===== config.mk =====
export PLATFORM = sky130hd
export DESIGN_NAME = cache_ctrl
export DESIGN_NICKNAME = d
export VERILOG_FILES = /design/src/rtl/system_widths_pkg.sv /design/src/rtl/cache_tag_array.sv /design/src/rtl/cache_ctrl.sv
export SDC_FILE = /design/constraint.sdc
export NUM_CORES = 1
export LEC_CHECK = 0
export ABC_CLOCK_PERIOD_IN_PS = 2800
export CELL_PAD_IN_SITES_DETAIL_PLACEMENT = 1
export CELL_PAD_IN_SITES_GLOBAL_PLACEMENT = 1
export CORE_UTILIZATION = 46
export CTS_CLUSTER_SIZE = 10
export DETAILED_ROUTE_END_ITERATION = 6
export PLACE_DENSITY = 0.84
export SYNTH_ARGS = -nofsm -noshare
export SYNTH_HDL_FRONTEND = slang
export SYNTH_SLANG_ARGS = --single-unit

===== constraint.sdc =====
create_clock -name clk -period 2.8 [get_ports clk]
set_input_delay 0.56 -clock clk [delete_from_list [all_inputs] [get_ports clk]]
set_output_delay 0.56 -clock clk [all_outputs]
set_load 0.005 [all_outputs]

===== src/rtl/system_widths_pkg.sv =====
// rtl/system_widths_pkg.sv - shared widths and FSM state type for the byte cache
//
// Purpose: common address width, default cache index width and the cache
// controller state enumeration, imported by cache_ctrl and cache_tag_array.
package system_widths_pkg;

   localparam int ADDR_W        = 8;
   localparam int CACHE_INDEX_W = 4;

   typedef enum logic [2:0] {
      IDLE      = 3'd0,
      MISS_REQ  = 3'd1,
      MISS_WAIT = 3'd2,
      WR_REQ    = 3'd3,
      WR_WAIT   = 3'd4
   } cache_state_e;

endpackage


===== src/rtl/cache_tag_array.sv =====
// rtl/cache_tag_array.sv - valid/tag/data storage for the direct-mapped byte cache
//
// Purpose: one-byte lines with a valid bit and tag each. Combinational lookup,
// one synchronous write port (fill = allocate line, update = data only).
// Ports:
//   clk, resetN             clock, synchronous active-low reset (clears valid bits)
//   i_rd_index, i_rd_tag    lookup address split
//   o_hit, o_rd_data        lookup result
//   i_wr_en, i_wr_fill      write strobe; fill also sets valid and tag
//   i_wr_index, i_wr_tag    write address split
//   i_wr_data               byte written into the line
module cache_tag_array
   import system_widths_pkg::*;
#(
   parameter int INDEX_W = CACHE_INDEX_W,
   parameter int TAG_W   = ADDR_W - INDEX_W
) (
   input  logic               clk,
   input  logic               resetN,
   input  logic [INDEX_W-1:0] i_rd_index,
   input  logic [TAG_W-1:0]   i_rd_tag,
   output logic               o_hit,
   output logic [7:0]         o_rd_data,
   input  logic               i_wr_en,
   input  logic               i_wr_fill,
   input  logic [INDEX_W-1:0] i_wr_index,
   input  logic [TAG_W-1:0]   i_wr_tag,
   input  logic [7:0]         i_wr_data
);

   localparam int LINES = 1 << INDEX_W;

   logic [LINES-1:0] r_valid;
   logic [TAG_W-1:0] r_tag  [LINES];
   logic [7:0]       r_data [LINES];

   assign o_hit     = r_valid[i_rd_index] && (r_tag[i_rd_index] == i_rd_tag);
   assign o_rd_data = r_data[i_rd_index];

   // Only the valid bits need reset; stale tag/data are masked by valid=0.
   always_ff @(posedge clk) begin
      if (!resetN) begin
         r_valid <= '0;
      end else if (i_wr_en && i_wr_fill) begin
         r_valid[i_wr_index] <= 1'b1;
      end
   end

   always_ff @(posedge clk) begin
      if (i_wr_en) begin
         r_data[i_wr_index] <= i_wr_data;
         if (i_wr_fill) begin
            r_tag[i_wr_index] <= i_wr_tag;
         end
      end
   end

endmodule


===== src/rtl/cache_ctrl.sv =====
// rtl/cache_ctrl.sv - direct-mapped write-through no-write-allocate byte cache controller
//
// Purpose: serves CPU load hits in one cycle, forwards load misses and all
// stores to memory with at most one outstanding memory transaction.
// Ports:
//   clk, resetN                       clock, synchronous active-low reset
//   cpu_req_valid/ready/we/addr/wdata CPU request handshake (ready only in IDLE)
//   cpu_resp_valid, cpu_resp_rdata    one-cycle completion pulse, load data (0 for stores)
//   mem_req_valid/ready/we/addr/write registered memory request, held while stalled
//   mem_resp_valid, mem_resp_data     memory completion pulse and read data
module cache_ctrl
   import system_widths_pkg::*;
#(
   parameter int INDEX_W = CACHE_INDEX_W,
   parameter int TAG_W   = ADDR_W - INDEX_W
) (
   input  logic              clk,
   input  logic              resetN,
   input  logic              cpu_req_valid,
   output logic              cpu_req_ready,
   input  logic              cpu_req_we,
   input  logic [ADDR_W-1:0] cpu_req_addr,
   input  logic [7:0]        cpu_req_wdata,
   output logic              cpu_resp_valid,
   output logic [7:0]        cpu_resp_rdata,
   output logic              mem_req_valid,
   input  logic              mem_req_ready,
   output logic              mem_req_we,
   output logic [ADDR_W-1:0] mem_req_addr,
   output logic [7:0]        mem_req_write,
   input  logic              mem_resp_valid,
   input  logic [7:0]        mem_resp_data
);

   cache_state_e      r_state;
   logic [ADDR_W-1:0] r_addr;
   logic [7:0]        r_wdata;
   logic              r_store_hit;

   logic              w_hit;
   logic [7:0]        w_rd_data;
   logic              w_wr_en;
   logic              w_wr_fill;
   logic [7:0]        w_wr_data;

   assign cpu_req_ready = resetN && (r_state == IDLE);

   // Lookup uses the live CPU address (decision made in IDLE); writes use the
   // address latched at accept, after memory has acknowledged.
   assign w_wr_fill = (r_state == MISS_WAIT);
   assign w_wr_en   = mem_resp_valid &&
                      ((r_state == MISS_WAIT) || ((r_state == WR_WAIT) && r_store_hit));
   assign w_wr_data = w_wr_fill ? mem_resp_data : r_wdata;

   cache_tag_array #(
      .INDEX_W (INDEX_W),
      .TAG_W   (TAG_W)
   ) u_tag_array (
      .clk        (clk),
      .resetN     (resetN),
      .i_rd_index (cpu_req_addr[INDEX_W-1:0]),
      .i_rd_tag   (cpu_req_addr[ADDR_W-1:INDEX_W]),
      .o_hit      (w_hit),
      .o_rd_data  (w_rd_data),
      .i_wr_en    (w_wr_en),
      .i_wr_fill  (w_wr_fill),
      .i_wr_index (r_addr[INDEX_W-1:0]),
      .i_wr_tag   (r_addr[ADDR_W-1:INDEX_W]),
      .i_wr_data  (w_wr_data)
   );

   always_ff @(posedge clk) begin
      if (!resetN) begin
         r_state        <= IDLE;
         r_addr         <= '0;
         r_wdata        <= '0;
         r_store_hit    <= 1'b0;
         cpu_resp_valid <= 1'b0;
         cpu_resp_rdata <= '0;
         mem_req_valid  <= 1'b0;
         mem_req_we     <= 1'b0;
         mem_req_addr   <= '0;
         mem_req_write  <= '0;
      end else begin
         cpu_resp_valid <= 1'b0;
         case (r_state)
            IDLE: begin
               if (cpu_req_valid) begin
                  r_addr      <= cpu_req_addr;
                  r_wdata     <= cpu_req_wdata;
                  // Remember hit status now; the line update waits for the memory ack.
                  r_store_hit <= w_hit;
                  if (cpu_req_we) begin
                     mem_req_valid <= 1'b1;
                     mem_req_we    <= 1'b1;
                     mem_req_addr  <= cpu_req_addr;
                     mem_req_write <= cpu_req_wdata;
                     r_state       <= WR_REQ;
                  end else if (w_hit) begin
                     cpu_resp_valid <= 1'b1;
                     cpu_resp_rdata <= w_rd_data;
                  end else begin
                     mem_req_valid <= 1'b1;
                     mem_req_we    <= 1'b0;
                     mem_req_addr  <= cpu_req_addr;
                     mem_req_write <= '0;
                     r_state       <= MISS_REQ;
                  end
               end
            end
            MISS_REQ: begin
               if (mem_req_ready) begin
                  mem_req_valid <= 1'b0;
                  r_state       <= MISS_WAIT;
               end
            end
            MISS_WAIT: begin
               if (mem_resp_valid) begin
                  cpu_resp_valid <= 1'b1;
                  cpu_resp_rdata <= mem_resp_data;
                  r_state        <= IDLE;
               end
            end
            WR_REQ: begin
               if (mem_req_ready) begin
                  mem_req_valid <= 1'b0;
                  r_state       <= WR_WAIT;
               end
            end
            WR_WAIT: begin
               if (mem_resp_valid) begin
                  cpu_resp_valid <= 1'b1;
                  cpu_resp_rdata <= '0;
                  r_state        <= IDLE;
               end
            end
            default: r_state <= IDLE;
         endcase
      end
   end

endmodule


==> results.toml <==
[run_status]
status = "finished, final reports clean"

[synth]
yosys.cell_types.count = 44
ys.flop_type = "edfxtp_1"
syn_area_per_cell_um2 = 16.55
yosysSeqAreaShare_pct = 68.92
yosysTopAreaCell = "edfxtp_1"
ys_ff_latch = 255
ys.warnings.count = 0
synthesis.area_mm2 = 0.01019
synthTopCellsByArea = "edfxtp_1 (57%), mux4_2 (14%), dfxtp_1 (12%)"
synth_nets = 646
syn_inst = 616
yosysTopAreaCellShare_pct = 56.55
async_reset_ff_share_pct = 0
synth_edf_count = 192

[drt]
drt_iter0_drc = 563
drtPass1Iterations = 5
drt-total-wl_um = 27460
wl_met2_um = 14890
route.detailed.drc = 0
vias = 6041
wl_met1_um = 10680
viasPerCell = 5.934
ant_nets = 0
met3_length_um = 1240
wire_per_inst_um = 26.98
highest_layer = "met4"

[worst_hold_path]
hold_path_class = "register to register"
holdPathStages = 2
min_from = "mem_req_we"
min_delay_worst_endpoint = "mem_req_we"

[run]
maxCapViolCount = 0

[timing]
slew_headroom_pct = 46.40
setup_ws_ns = 0.09644
finClkSkew_ns = 0.01665
rsz0062_at_grt = "no"
worst_pin_slew_ns = 0.8040
hold_viol_final = 0
max_freq_mhz = 369.9
finalCriticalPeriod_ns = 2.704
period_share_pct = 96.56
slew_violations = 0
setup_viol = 0
whs_ns = 0.4594

[clock_network]
clk_pin_slew_ns = 0.06
clock_latency_ns = 0.54
cts_max_path_buffers = 3
tritoncts = "yes"
cts.sinks = 255
cts_htree_levels = 1
cts_made_buffers = 29
root_buffer = "clkbuf_16"

[finish]
areaGrowthSynthToFinish_pct = 20.08
final_cells = 1018
final_core_util_pct = 56.27
post_route_cells_drive_above_1_share_pct = 23.04
fillCellCount = 1991
fin_nets = 746
final_area_mm2 = 0.01224
antenna_cells = 0

[setup_path]
crit_path_start_kind = "input pin"
path_max_fanout = 5
end_kind = "register"
worst-setup-path-type = "input pin to register"
reg2reg_from = "u_tag_array.r_tag[3][1]"
cp.required_ns = 3.25
rrSetupSlack_ns = 0.12
worstPathArrival_ns = 3.16
r2r_cells = 9
reg2reg_to = "cpu_resp_rdata[0]"

[global_route]
gr-total-overflow = 0
grt_pass1_wl_um = 40300
grt_max_degree = 73
grtUsageTotal_pct = 24.61
antenna_found_initial = 0
grt_pass1_vias = 6457

[place]
place.gp.congestion = 0.8068
pre_cts_ws_ns = -0.6810
postPlaceCellArea_mm2 = 0.01136
dp.cells = 963
hpwl_um = 18350
port_buffers = 57

[floorplanning]
die-area_mm2 = 0.02276
die_h_um = 150.9
core-area_mm2 = 0.02176
num_io_pins = 58
initial_core_util_pct = 46.86
rows = 54
die_w_um = 150.9

[power_and_ir_drop]
power_density_mw_per_mm2 = 685.7
power.leakage_uw = 0.004053
ir_worst_vdd_uv = 532.6
[placed cells by master (no fill, tap or decap), types with 3 or more instances in the layout]
cell type	instances
and3_1	3
clkbuf_16	29
nand4b_1	3
nand2_1	56
o21a_1	17
a21oi_1	5
clkdlybuf4s50_1	52
clkbuf_1	22
and2_1	10
a21boi_0	26
mux2_2	9
buf_12	4
nor3_1	11
o21ai_0	18
mux2i_1	12
a22o_1	8
nand2b_1	6
dfxtp_1	63
edfxtp_1	192
nand3_1	10
nor2_1	33
mux4_2	63
buf_4	48
[repair_timing]
action,in CTS,in global routing
setup buffers,1,0
resized for setup,9,0
hold buffers,0,0
setup endpoints to repair,26,0
endpoints found under the hold margin,0,0
[how the worst max path moves through the flow]
stage,from,endpoint,cells after the start
finish,cpu_req_addr[1],cpu_resp_rdata[0],11
global route,cpu_req_addr[1],cpu_resp_rdata[1],11
CTS,cpu_req_addr[1],cpu_resp_rdata[7],11
detailed placement,cpu_req_addr[1],cpu_resp_rdata[0],11
global placement,cpu_req_addr[1],cpu_resp_rdata[5],11
floorplan,cpu_req_addr[0],mem_req_write[0],10
[metal layers]
layer  vias to the layer above  track usage [%]
li1                       2585                -
met3                        57            3.464
met1                      3192            30.17
met2                       207            45.32
met5                         -                0
met4                         0            6.450
[power breakdown]
| group | internal, uW | switching (uW) |
|---|---|---|
| sequential | 4190 | 81.5 |
| clock | 1960 | 1410 |
| combinational | 323 | 425 |
[kinds of logic after synthesis]
logic type                after synthesis  synth area share, %
DFF                                   255                68.92
and+or+nand+nor                       148                6.934
buffers and inverters                  44                1.976
muxes                                  85                16.19
AOI/OAI and AO/OA                      80                5.633
xor gates and xnor gates                4               0.3437
[cell usage after synthesis (2+ instances only)]
cell type    n
a211oi_1     2
a21boi_0    26
a21oi_1      5
a22o_1       8
and2_1      10
and3_1       3
buf_1        3
buf_2        8
buf_6        3
clkbuf_1    26
dfxtp_1     63
edfxtp_1   192
inv_1        2
mux2_2       9
mux2i_1     13
mux4_2      63
nand2_1     56
nand2b_1     6
nand3_1     10
nand3b_1     2
nand4_1      2
nand4b_1     3
nor2_1      33
nor2b_1      2
nor3_1      11
nor4b_1      2
o21a_1      17
o21ai_0     18
xnor2_1      2
xor2_1       2
[area by class of cell]
class	instances	area (um^2)	area share, %
multi-input cells	318	3023	24.69
flip-flops and latches	255	7027	57.40
inverters	3	11.26	0.09199
repair buffers	109	999.7	8.166
clock inverters	1	8.758	0.07155
well taps	280	350.3	2.862
clock buffers	52	822.0	6.715
[state kept, by name, indices dropped and copies added, names as in the netlist]
register,cells
u_tag_array.r_data,128
u_tag_array.r_tag,64
u_tag_array.r_valid,16
cpu_resp_rdata,8
mem_req_addr,8
mem_req_write,8
r_addr,8
r_wdata,8
r_state,3
cpu_resp_valid,1
mem_req_valid,1
mem_req_we,1
r_store_hit,1
[worst max-delay path: stages]
cell and delay [ns]:
dlygate4sd2_1 0.22, buf_6 0.13, mux4_2 0.55, nor4b_4 0.33
nor4_2 0.07, buf_4 0.15, a211oi_2 0.20, buf_4 0.15
nand4_1 0.25, o21ai_4 0.26, mux2i_1 0.27
[through the flow]
stage          TNS (ns)  total power, uW
6_report              0             8394
5_1_grt               0             8628
4_1_cts               0             8449
3_5_place_dp     -16.81             5080
3_3_place_gp     -12.41             5021
2_1_floorplan         0             4739
Note: power is estimated with default switching activity, not from simulation.
==> edit, RTL diff (same flow settings) <==
`ADDR_W`: 8 -> 10.
--- a/src/rtl/system_widths_pkg.sv
+++ b/src/rtl/system_widths_pkg.sv
@@ -5,5 +5,5 @@
 package system_widths_pkg;
 
-   localparam int ADDR_W        = 8;
+   localparam int ADDR_W        = 10;
    localparam int CACHE_INDEX_W = 4;
 
Interface: changed (resized cpu_req_addr and mem_req_addr); port bits go from 58 to 62. No check against the original RTL was run, so the function may have changed too.
==> edit against the original RTL <==
The flow now finishes with violations (negative setup slack). Core utilization rose by 3.4 points. Critical path depth is 3 lower. Highest routed layer unchanged. Setup slack lost 0.47 ns. Clock power is 28% higher. Routed wire length increased by 57%. Largest power group unchanged. Design area grew 20%. Critical endpoint is now cpu_resp_rdata[3]$_SDFFE_PN0P_. Area after synthesis up 14%. Total power up 22%. Sequential cell count increased by 36. Sequential power is 14% higher. Largest cell class unchanged.
==> edit: results (changes against the original RTL) <==
[sta]
worst_slack_ns=-0.372  ; -0.468 ns
setup_viol=31  ; +31
finClkSkew_ns=0.0237  ; +0.00704 ns

[cells_and_area]
signal_buffers=158  ; +45%
n_clock_buffer=60  ; +15%
nonClkBufAreaFrac_pct=10.1  ; +1.9 points
nNonClkInverters=17  ; +14
multi_input_area_sq_mm=0.00364  ; +20%
layout.nets=950  ; +27%
antennaDiodeCount=1  ; +1
ff_latch_area_sq_mm=0.00807  ; +15%
fillers=2215  ; +11%
reg_top3=u_tag_array.r_data x128, u_tag_array.r_tag x96, u_tag_array.r_valid x16
clkCellAreaFrac_pct=6.98  ; +0.19 points
drive_above_1_share_pct=27.3  ; +4.3 points

[placed_design]
hpwl_microns=20700  ; +13%
port_buffers=61  ; +7.0%

[outcome]
status=finished, violations left
violations=negative setup slack

[clock_tree]
cts_max_level=2  ; +1
cts_resized=45  ; +36

[grt]
antenna_found_initial=1  ; +1
grt_start_max_net_pins=37  ; -49%
grt_pass1_vias=8678  ; +34%
grt_first_pass_wirelength_microns=58400  ; +45%

[synth]
yosys-top-cells-area=edfxtp_1, dfxtp_1, mux4_2
synth-seq-cells=291  ; +14%
synth.distinct_cells=49  ; +11%
ys_seq_area_share_pct=69.2  ; +0.28 points

[pwr]
intPower_mw=7.60  ; +17%
irDropWorstVdd_v=0.000490  ; -8.0%
swShare_pct=25.6  ; +2.7 points
leakagePower_nw=5.13  ; +27%
clkPwrFrac_pct=42.1  ; +1.9 points
seq-power_mw=4.88  ; +14%

[critical_path]
slowest_delay_ns=0.58  ; +0.03 ns
startpoint_type=register
cpMaxStageDelayCell=or4_4
endpoint=cpu_resp_rdata[3]$_SDFFE_PN0P_
r2r-start=u_tag_array.r_tag[15][3]$_DFFE_PP_

[detailed_routing]
drtIter0Drc=1388  ; +150%
viasPerCell=6.69  ; +13%

[edit: cell families after synthesis]
group	after synthesis	share of synthesized area [%]
compound gates	90	5.35
xor+xnor	5	0.376
buf+inv	63	2.51
flops	291	69.2
mux	105	14.6
simple gates	215	7.97
[edit: per-stage QoR]
step,setup TNS [ns],instances,setup slack (ns),hold WS (ns),cell area [sq um]
floorplan,-0.181,769,-0.0393,0.435,11700
global placement,-18.08,1197,-0.654,0.440,13200
detailed placement,-22.90,1197,-0.833,0.443,13200
CTS,-0.340,1269,-0.0757,0.462,14500
global route,-7.19,1268,-0.413,0.480,14700
finish,-7.14,1269,-0.372,0.462,14700
[edit: routing by layer]
metal  up-vias  track usage (%)  routed length (microns)  share of wire, %
met1      4298             38.3                    15600                36
met4         0             14.8                     2760               6.4
met5         -                0                        0                 0
met3       216             5.62                     4230               9.8
li1       3212                -                        -                 -
met2       769             52.9                    20500                48
